[src/rtl/jump_target_unit_if.sv]
// Operand/request and redirect/link bus between the ID/EX stage and the jump target unit.
interface jump_target_unit_if #(
  parameter int ADDR_W = 32
);
  logic              valid_in;
  logic              stall;
  logic              flush;
  logic [31:0]       instr;
  logic [ADDR_W-1:0] pc_plus4;
  logic [31:0]       rs_val;
  logic [31:0]       rt_val;

  logic              redirect_valid;
  logic [ADDR_W-1:0] redirect_addr;
  logic              link_we;
  logic [ADDR_W-1:0] link_addr;
  logic              align_err;
  logic              ras_hit;
  logic              ras_miss;

  modport master (
    output valid_in, stall, flush, instr, pc_plus4, rs_val, rt_val,
    input  redirect_valid, redirect_addr, link_we, link_addr, align_err, ras_hit, ras_miss
  );

  modport slave (
    input  valid_in, stall, flush, instr, pc_plus4, rs_val, rt_val,
    output redirect_valid, redirect_addr, link_we, link_addr, align_err, ras_hit, ras_miss
  );
endinterface

[src/rtl/jump_target_unit.sv]
// Registered J/JAL/JR/JALR/BEQ/BNE resolver with a circular return-address stack
// that predicts JR $31 targets; drives a one-cycle-late PC redirect.
module jump_target_unit #(
  parameter int ADDR_W     = 32,
  parameter int RAS_DEPTH  = 4,
  parameter int DELAY_SLOT = 0
) (
  input  logic              clk,
  input  logic              rst_n,
  jump_target_unit_if.slave bus
);

  localparam int PTR_W = (RAS_DEPTH > 1) ? $clog2(RAS_DEPTH) : 1;
  localparam int CNT_W = $clog2(RAS_DEPTH + 1);
  localparam logic [CNT_W-1:0]  RAS_FULL   = CNT_W'(RAS_DEPTH);
  localparam logic [ADDR_W-1:0] UPPER_MASK = ~ADDR_W'(28'hFFF_FFFF);
  localparam logic [ADDR_W-1:0] LINK_OFS   = (DELAY_SLOT != 0) ? ADDR_W'(4) : '0;

  localparam logic [5:0] OPC_SPECIAL = 6'b000000;
  localparam logic [5:0] OPC_J       = 6'b000010;
  localparam logic [5:0] OPC_JAL     = 6'b000011;
  localparam logic [5:0] OPC_BEQ     = 6'b000100;
  localparam logic [5:0] OPC_BNE     = 6'b000101;
  localparam logic [5:0] FN_JR       = 6'b001000;
  localparam logic [5:0] FN_JALR     = 6'b001001;

  typedef enum logic [2:0] {
    OP_NONE, OP_J, OP_JAL, OP_BEQ, OP_BNE, OP_JR, OP_JALR
  } op_e;

  op_e               w_op;
  logic              w_accept;
  logic              w_eq;
  logic              w_redirect;
  logic              w_is_reg_jump;
  logic              w_push;
  logic              w_pop;
  logic              w_pred_ok;
  logic [ADDR_W-1:0] w_j_target;
  logic [ADDR_W-1:0] w_br_target;
  logic [ADDR_W-1:0] w_jr_target;
  logic [ADDR_W-1:0] w_target;
  logic [ADDR_W-1:0] w_link;

  logic              r_redirect_valid;
  logic [ADDR_W-1:0] r_redirect_addr;
  logic              r_link_we;
  logic [ADDR_W-1:0] r_link_addr;
  logic              r_align_err;
  logic              r_ras_hit;
  logic              r_ras_miss;

  logic [ADDR_W-1:0] r_ras [RAS_DEPTH];
  logic [PTR_W-1:0]  r_top;
  logic [CNT_W-1:0]  r_count;

  always_comb begin
    w_op = OP_NONE;
    unique case (bus.instr[31:26])
      OPC_J:       w_op = OP_J;
      OPC_JAL:     w_op = OP_JAL;
      OPC_BEQ:     w_op = OP_BEQ;
      OPC_BNE:     w_op = OP_BNE;
      OPC_SPECIAL: begin
        if (bus.instr[5:0] == FN_JR)   w_op = OP_JR;
        if (bus.instr[5:0] == FN_JALR) w_op = OP_JALR;
      end
      default:     w_op = OP_NONE;
    endcase
  end

  assign w_accept      = bus.valid_in & ~bus.stall & ~bus.flush;
  assign w_eq          = (bus.rs_val == bus.rt_val);
  assign w_is_reg_jump = (w_op == OP_JR) || (w_op == OP_JALR);

  // Masking instead of slicing keeps ADDR_W=28 legal (no upper PC bits survive).
  assign w_j_target  = (bus.pc_plus4 & UPPER_MASK) | ADDR_W'({bus.instr[25:0], 2'b00});
  assign w_br_target = bus.pc_plus4 + ADDR_W'({{14{bus.instr[15]}}, bus.instr[15:0], 2'b00});
  assign w_jr_target = ADDR_W'({bus.rs_val[31:2], 2'b00});
  assign w_link      = bus.pc_plus4 + LINK_OFS;

  always_comb begin
    w_target   = w_j_target;
    w_redirect = 1'b0;
    unique case (w_op)
      OP_J, OP_JAL: begin
        w_target   = w_j_target;
        w_redirect = 1'b1;
      end
      OP_BEQ: begin
        w_target   = w_br_target;
        w_redirect = w_eq;
      end
      OP_BNE: begin
        w_target   = w_br_target;
        w_redirect = ~w_eq;
      end
      OP_JR, OP_JALR: begin
        w_target   = w_jr_target;
        w_redirect = 1'b1;
      end
      default: begin
        w_target   = w_j_target;
        w_redirect = 1'b0;
      end
    endcase
  end

  assign w_push    = w_accept & ((w_op == OP_JAL) || (w_op == OP_JALR));
  assign w_pop     = w_accept & (w_op == OP_JR) & (bus.instr[25:21] == 5'd31);
  assign w_pred_ok = (r_count != '0) && (r_ras[r_top] == w_jr_target);

  // Flush beats stall; a stalled cycle freezes outputs and RAS pointers alike.
  always_ff @(posedge clk) begin
    if (!rst_n) begin
      r_redirect_valid <= 1'b0;
      r_redirect_addr  <= '0;
      r_link_we        <= 1'b0;
      r_link_addr      <= '0;
      r_align_err      <= 1'b0;
      r_ras_hit        <= 1'b0;
      r_ras_miss       <= 1'b0;
      r_top            <= '0;
      r_count          <= '0;
    end else if (bus.flush) begin
      r_redirect_valid <= 1'b0;
      r_link_we        <= 1'b0;
      r_align_err      <= 1'b0;
      r_ras_hit        <= 1'b0;
      r_ras_miss       <= 1'b0;
    end else if (!bus.stall) begin
      // NOTE: non-blocking assignments everywhere here, so every branch sees pre-edge state.
      r_redirect_valid <= w_accept & w_redirect;
      r_link_we        <= w_push;
      r_align_err      <= w_accept & w_is_reg_jump & (|bus.rs_val[1:0]);
      r_ras_hit        <= w_pop & w_pred_ok;
      r_ras_miss       <= w_pop & ~w_pred_ok;
      if (w_accept && w_redirect) r_redirect_addr <= w_target;
      if (w_push) begin
        r_link_addr <= w_link;
        r_top       <= r_top + PTR_W'(1);
        if (r_count != RAS_FULL) r_count <= r_count + CNT_W'(1);
      end else if (w_pop && (r_count != '0)) begin
        r_top   <= r_top - PTR_W'(1);
        r_count <= r_count - CNT_W'(1);
      end
    end
  end

  // NOTE: RAS storage is deliberately not reset; r_count gates every read of it.
  always_ff @(posedge clk) begin
    if (rst_n && w_push) r_ras[r_top + PTR_W'(1)] <= w_link;
  end

  assign bus.redirect_valid = r_redirect_valid;
  assign bus.redirect_addr  = r_redirect_addr;
  assign bus.link_we        = r_link_we;
  assign bus.link_addr      = r_link_addr;
  assign bus.align_err      = r_align_err;
  assign bus.ras_hit        = r_ras_hit;
  assign bus.ras_miss       = r_ras_miss;

endmodule
[src/flat_wrapper.sv]
// flat-port wrapper written by rule: the top's interface ports become plain ports
module jump_target_unit_flat 
#(
  parameter int ADDR_W     = 32,
  parameter int RAS_DEPTH  = 4,
  parameter int DELAY_SLOT = 0
)
  (clk, rst_n, bus_valid_in, bus_stall, bus_flush, bus_instr, bus_pc_plus4, bus_rs_val, bus_rt_val, bus_redirect_valid, bus_redirect_addr, bus_link_we, bus_link_addr, bus_align_err, bus_ras_hit, bus_ras_miss);
  jump_target_unit_if #(.ADDR_W(ADDR_W)) bus_i ();
  input  logic clk;
  input  logic rst_n;
  input wire logic [$bits(bus_i.valid_in)-1:0] bus_valid_in;
  input wire logic [$bits(bus_i.stall)-1:0] bus_stall;
  input wire logic [$bits(bus_i.flush)-1:0] bus_flush;
  input wire logic [$bits(bus_i.instr)-1:0] bus_instr;
  input wire logic [$bits(bus_i.pc_plus4)-1:0] bus_pc_plus4;
  input wire logic [$bits(bus_i.rs_val)-1:0] bus_rs_val;
  input wire logic [$bits(bus_i.rt_val)-1:0] bus_rt_val;
  output wire logic [$bits(bus_i.redirect_valid)-1:0] bus_redirect_valid;
  output wire logic [$bits(bus_i.redirect_addr)-1:0] bus_redirect_addr;
  output wire logic [$bits(bus_i.link_we)-1:0] bus_link_we;
  output wire logic [$bits(bus_i.link_addr)-1:0] bus_link_addr;
  output wire logic [$bits(bus_i.align_err)-1:0] bus_align_err;
  output wire logic [$bits(bus_i.ras_hit)-1:0] bus_ras_hit;
  output wire logic [$bits(bus_i.ras_miss)-1:0] bus_ras_miss;
  assign bus_i.valid_in = bus_valid_in;
  assign bus_i.stall = bus_stall;
  assign bus_i.flush = bus_flush;
  assign bus_i.instr = bus_instr;
  assign bus_i.pc_plus4 = bus_pc_plus4;
  assign bus_i.rs_val = bus_rs_val;
  assign bus_i.rt_val = bus_rt_val;
  assign bus_redirect_valid = bus_i.redirect_valid;
  assign bus_redirect_addr = bus_i.redirect_addr;
  assign bus_link_we = bus_i.link_we;
  assign bus_link_addr = bus_i.link_addr;
  assign bus_align_err = bus_i.align_err;
  assign bus_ras_hit = bus_i.ras_hit;
  assign bus_ras_miss = bus_i.ras_miss;
  jump_target_unit #(.ADDR_W(ADDR_W), .RAS_DEPTH(RAS_DEPTH), .DELAY_SLOT(DELAY_SLOT)) u_core (.clk(clk), .rst_n(rst_n), .bus(bus_i));
endmodule
[config.mk]
export PLATFORM = sky130hd
export DESIGN_NAME = jump_target_unit_flat
export DESIGN_NICKNAME = d
export VERILOG_FILES = /design/src/rtl/jump_target_unit_if.sv /design/src/rtl/jump_target_unit.sv /design/src/flat_wrapper.sv
export SDC_FILE = /design/constraint.sdc
export NUM_CORES = 1
export LEC_CHECK = 0
export ABC_AREA = 1
export CAP_MARGIN = 5
export CORE_UTILIZATION = 58
export DETAILED_ROUTE_END_ITERATION = 6
export PLACE_DENSITY = 0.86
export SLEW_MARGIN = 20
export SYNTH_ARGS = -nofsm -noshare
export SYNTH_HDL_FRONTEND = slang
export SYNTH_SLANG_ARGS = --single-unit
[constraint.sdc]
create_clock -name clk -period 7.6 [get_ports clk]
set_clock_uncertainty 0.05 [all_clocks]
set_input_delay 1.52 -clock clk [delete_from_list [all_inputs] [get_ports clk]]
set_output_delay 1.52 -clock clk [all_outputs]
set_load 0.03 [all_outputs]
==> results.json, run 1 <==
{
  "fill_cells": 1514,
  "dieArea_mm2": 0.0209,
  "period_needed_ns": 4.61,
  "fin_crit_sh_pct": 60.7,
  "cts_buffers": 22,
  "final_common_cell": "nand2_1",
  "ys_seq_elements": 204,
  "power_frac_clock_pct": 41.1,
  "routedWlPerCell_um": 19.7,
  "area_growth_pct": 25.1,
  "grt_use_total_pct": 39.6,
  "vias_per_cell": 5.67,
  "outcome": "finished clean",
  "cp.arrival_ns": 4.74,
  "syn_nets": 1786,
  "ys_seq_area_share_pct": 45.6,
  "yosysUniqueCellTypes": 40,
  "p_per_area_mw_per_mm2": 180,
  "cts_resized": 0,
  "htree_levels": 1,
  "synth_cells": 1614,
  "grt_max_degree": 64,
  "clockRootBuffer": "clkbuf_16",
  "switching_power_mw": 0.693,
  "final-max-slew-violation-count": 0,
  "die_x_um": 144,
  "final_util_pct": 74.9,
  "postRouteAntennaNets": 0,
  "tightestPinTransition_ns": 0.974,
  "drt_iter0_drc": 1240,
  "register_area_mm2": 0.00537,
  "firstDrtPassIters": 6,
  "max-slew-margin-rel_pct": 35.0,
  "startpoint_type": "input pin",
  "core.rowCount": 51,
  "intPower_mw": 1.95,
  "final_cell_mix": "nand2_1, clkdlybuf4s50_1, nor2_1, inv_1, nand3_1",
  "die_y_um": 144,
  "cts_tree": "yes",
  "setup_viol": 0,
  "ys_top_cells_by_area": "edfxtp_1, nand2_1, dfxtp_1",
  "clk_path_buf_depth": 3,
  "holdPathStages": 2,
  "cellLeakagePower_nw": 6.41,
  "grt_first_pass_wirelength_um": 60600,
  "synth_top_area_share_pct": 32.7,
  "num_io_pins": 202,
  "hold_path_class": "register to register",
  "max_freq_mhz": 217,
  "multi_input_area_mm2": 0.00553,
  "fin_setup_tns_ns": 0,
  "start_util_pct": 59.9,
  "numPortBuffers": 201,
  "end_kind": "register",
  "hold_viol_final": 0,
  "cp_slowest_stage_delay_ns": 0.74,
  "swShare_pct": 26.2,
  "ir_drop_mv": 0.167,
  "rsz0062_at_grt": "no",
  "setup_ws_ns": 2.99,
  "maxCapViolations": 0,
  "place_ws_ns": 2.49,
  "avgSynthCellArea_um2": 7.29,
  "yosys.area.top_type": "edfxtp_1",
  "ys.warnings.count": 0,
  "crit_path_top_delay_cell": "nor2_2",
  "syn_area_mm2": 0.0118,
  "routed-via-count": 11800,
  "crit_path_max_fanout": 37,
  "fin_nets": 1975,
  "post-route-drc-count": 0,
  "antenna_found_initial": 0,
  "worst_skew_pair.late_latency_ns": 0.53,
  "rr_worst_depth": 13,
  "crit_type": "input pin to register",
  "p_comb_share_pct": 14.3,
  "gr-total-overflow": 0,
  "ctsHoldBuffers": 0,
  "dp_hpwl_um": 30400,
  "seqPwrFrac_pct": 44.6,
  "cts_sinks": 204,
  "path_clk_slew_ns": 0.06,
  "worstPathRequired_ns": 7.73,
  "place.gp.congestion": 0.960,
  "power_mw": 2.64,
  "drive_gt1_share_pct": 4.18,
  "cts_setup_buffers": 0,
  "core_mm2": 0.0197,
  "critical_path.cell_chain": "clkdlybuf4s50_1 > nor2_1 > nand2_1 > nor2_1 > inv_1 > nor2_1 > nor2_1 > inv_1 > ha_1 > nand2_1 > buf_4 > clkinv_1 > nand2_1 > nor2_2 > buf_4",
  "grt_pass1_vias": 11000,
  "drt-total-wl_um": 41000,
  "cp_common_cell": "nor2_1",
  "num_antenna_cells": 0
}
-- cells in the mapped netlist (all sizes together) --
library cell,n
nand2,618
fa,2
dfxtp,76
a21o,1
nor3b,1
o21bai,7
a22oi,1
edfxtp,128
a31oi,1
buf,27
o21ai,21
nor2,185
a21oi,88
xor2,2
nand4,7
nor4,1
clkbuf,22
nand3b,10
o221ai,2
nor3,9
ha,37
a21boi,2
inv,172
nand3,149
or2,6
clkinv,1
xnor2,27
o31ai,1
o211ai,10
-- final timing paths --
check,from,end,slack [ns]
max,bus_instr[26],u_core.r_ras[3][21],2.99
min,u_core.bus.link_addr[27],u_core.bus.link_addr[27],0.41
max reg2reg,register,u_core.bus.ras_hit,4.02
min reg2reg,u_core.bus.link_addr[27],u_core.bus.link_addr[27],0.41
-- sequential cells by signal, indices dropped and copies added, names as in the netlist, named ones only --
register / flops
u_core.bus.link_addr: 32
u_core.r_ras: 128
u_core.bus.redirect_valid: 1
u_core.bus.ras_miss: 1
u_core.bus.align_err: 1
u_core.r_top: 2
u_core.bus.redirect_addr: 32
u_core.bus.link_we: 1
u_core.bus.ras_hit: 1
u_core.r_count: 3
-- kinds of logic after synthesis --
group                      share of synthesized area [%]
adders and majority gates                           4.28
buffers and inverters                               7.50
and+or+nand+nor                                     34.2
DFF                                                 45.6
xor gates and xnor gates                            2.16
AOI/OAI and AO/OA                                   6.24
-- per-stage QoR --
step                      area [µm²]  hold WS, ns  std cells
final                          14700        0.412       2084
after global routing           14700        0.434       2084
after CTS                      14700        0.415       2084
after detailed placement       14000        0.405       2044
after global placement         14000        0.393       2044
after floorplan                11800        0.410       1614
-- power by group through the flow --
stage                     logic (mW)  registers (mW)  clock network (mW)
after global routing           0.406            1.18                1.13
after detailed placement       0.366            1.20                   0
after global placement         0.363            1.20                   0
after floorplan                0.183            1.21                   0
after CTS                      0.369            1.18                1.09
final                          0.377            1.18                1.09
-- layer usage --
layer | track usage, % | up-vias | share of wire (%)
met1 | 50.5 | 5404 | 39
met2 | 63.5 | 727 | 44
li1 | - | 5556 | -
met5 | 0 | - | 0
met4 | 20.4 | 0 | 5.3
met3 | 8.25 | 126 | 11
-- worst max-delay path: cells and delay by family --
kind	cells	cell delay [ns]
simple gates	8	1.55
buf+inv	6	1.45
fa+ha+maj	1	0.16
-- area by class of cell --
cell class              count  share of cell area (%)
multi-input cells        1188                    37.6
clock buffers              28                    4.03
flip-flops and latches    204                    36.5
repair buffers            214                    14.3
well taps                 265                    2.25
clock inverters            12                   0.918
inverters                 173                    4.42
No activity file was read; power rests on OpenSTA's default activity.
==> run 2, diff against run 1 <==
- CORE_UTILIZATION: 58 -> 54
- PLACE_DENSITY: 0.86 -> 0.81
- clock period: 7.6 -> 4.55 ns (I/O delays scaled with it)
==> results.json, run 2 (synthesis results as in run 1) <==
{
  "outcome": "finished clean",
  "period_needed_ns": 3.41,
  "critical_path.cell_chain": "clkdlybuf4s50_1 > nor2_1 > nand2_1 > nor2_1 > inv_1 > nor4_1 > nor2_1 > inv_1 > ha_1 > or2_2 > nand2_1 > inv_2 > nor2_2 > buf_12 > a21boi_1 > o21ai_1 > nor2_1 > nor2_1",
  "core.rowCount": 53,
  "dieArea_mm2": 0.0224,
  "place.gp.congestion": 0.976,
  "rr_worst_depth": 13,
  "drt_iter0_drc": 1364,
  "hold_viol_final": 0,
  "max_freq_mhz": 293,
  "ctsHoldBuffers": 0,
  "cp_slowest_stage_delay_ns": 0.53,
  "path_clk_slew_ns": 0.06,
  "cp_common_cell": "nor2_1",
  "cts_resized": 0,
  "post-route-drc-count": 0,
  "dp_cells": 2062,
  "area_growth_pct": 26.3,
  "rrSetupSlack_ns": 2.04,
  "fin_crit_sh_pct": 75.0,
  "core_mm2": 0.0212,
  "cellLeakagePower_nw": 6.48,
  "antenna_found_initial": 0,
  "cts_sinks": 204,
  "htree_levels": 1,
  "regMostFlops": "u_core.r_ras",
  "startpoint_type": "input pin",
  "clockRootBuffer": "clkbuf_16",
  "hold_path_class": "register to register",
  "finalNonFillerCells": 2104,
  "die_y_um": 150,
  "maxCapViolations": 0,
  "cp.arrival_ns": 3.82,
  "cts_setup_buffers": 0,
  "grt_max_degree": 62,
  "vias_per_cell": 5.54,
  "dp_hpwl_um": 30100,
  "firstDrtPassIters": 6,
  "final_cell_mix": "nand2_1, clkdlybuf4s50_1, nor2_1, inv_1, nand3_1",
  "ir_drop_mv": 0.332,
  "postRouteAntennaNets": 0,
  "drive_gt1_share_pct": 4.38,
  "routed-via-count": 11700,
  "power_mw": 4.54,
  "final_util_pct": 70.0,
  "grt_use_total_pct": 36.8,
  "final_common_cell": "nand2_1",
  "cts_buffers": 23,
  "num_io_pins": 202,
  "setup_viol": 0,
  "fin_setup_tns_ns": 0,
  "numPortBuffers": 201,
  "clk_path_buf_depth": 3,
  "largest_reg_flops": 128,
  "worst_skew_pair.late_latency_ns": 0.54,
  "crit_start": "bus_instr[26]",
  "grt_first_pass_wirelength_um": 61500,
  "grt_pass1_vias": 11000,
  "routedWlPerCell_um": 19.3,
  "tightestPinTransition_ns": 0.679,
  "gr-total-overflow": 0,
  "crit_path_top_delay_cell": "clkdlybuf4s50_1",
  "final-max-slew-violation-count": 0,
  "end_kind": "register",
  "crit_path_end": "u_core.bus.redirect_addr[12]",
  "crit_path_max_fanout": 23,
  "max-slew-margin-rel_pct": 54.8,
  "r2r_end": "u_core.bus.ras_miss",
  "drt-total-wl_um": 40500,
  "setup_ws_ns": 1.14,
  "place_ws_ns": 0.664,
  "crit_type": "input pin to register",
  "worstPathRequired_ns": 4.96,
  "die_x_um": 150,
  "p_per_area_mw_per_mm2": 305,
  "rsz0062_at_grt": "no",
  "start_util_pct": 55.4,
  "fin_nets": 1984,
  "cts_tree": "yes"
}
-- run 2: cell types whose count changed in the layout (fill, tap and decap cells not counted), moves of 2 or more --
cell      before  now
inv_6          2    0
buf_4         13   19
clkinv_2       6    2
buf_12         0    2
clkinv_1       1    5
-- run 2: report_power, final --
group | internal (mW) | switching [mW] | total (mW)
Combinational | 0.247 | 0.388 | 0.634
Clock | 1.14 | 0.795 | 1.93
Sequential | 1.97 | 0.00251 | 1.97
-- run 2: routing by layer --
metal  part of all wire [%]  track usage (%)  vias up
met5                      0                0        -
met4                    4.6             16.3        0
met3                     11             6.52      106
met2                     44             57.9      671
met1                     40             49.6     5306
li1                       -                -     5578
-- run 2: through the flow --
stage	hold WS [ns]	cell area (µm²)
2_1_floorplan	0.410	11800
3_3_place_gp	0.396	14100
3_5_place_dp	0.404	14100
4_1_cts	0.412	14900
5_1_grt	0.432	14900
6_report	0.407	14900
-- run 2: critical path, delay by kind of cell --
family	cells	cell delay [ns]
AO/OA/AOI/OAI	2	0.16
adder cells (fa/ha/maj)	1	0.23
buffers and inverters	5	1.07
AND/OR/NAND/NOR	10	1.44
-- run 2: worst min path at each step --
stage                                    from                   endpoint  slack [ns]  cells past startpoint
finish              u_core.bus.redirect_valid  u_core.bus.redirect_valid        0.41                      2
detailed placement  u_core.bus.redirect_valid  u_core.bus.redirect_valid        0.40                      2
global route         u_core.bus.link_addr[24]   u_core.bus.link_addr[24]        0.43                      2
floorplan                   u_core.r_count[2]          u_core.r_count[2]        0.41                      2
global placement    u_core.bus.redirect_valid  u_core.bus.redirect_valid        0.40                      2
CTS                 u_core.bus.redirect_valid  u_core.bus.redirect_valid        0.41                      2
-- run 2: layout make-up --
class,instances,area [µm²]
multi-input combinational,1188,5530
sequential,204,5370
antenna,1,2.50
clock buffer,29,618
tap,275,344
clock inverter,12,154
timing repair buffer,222,2190
inverter,173,649
fill,1740,6360
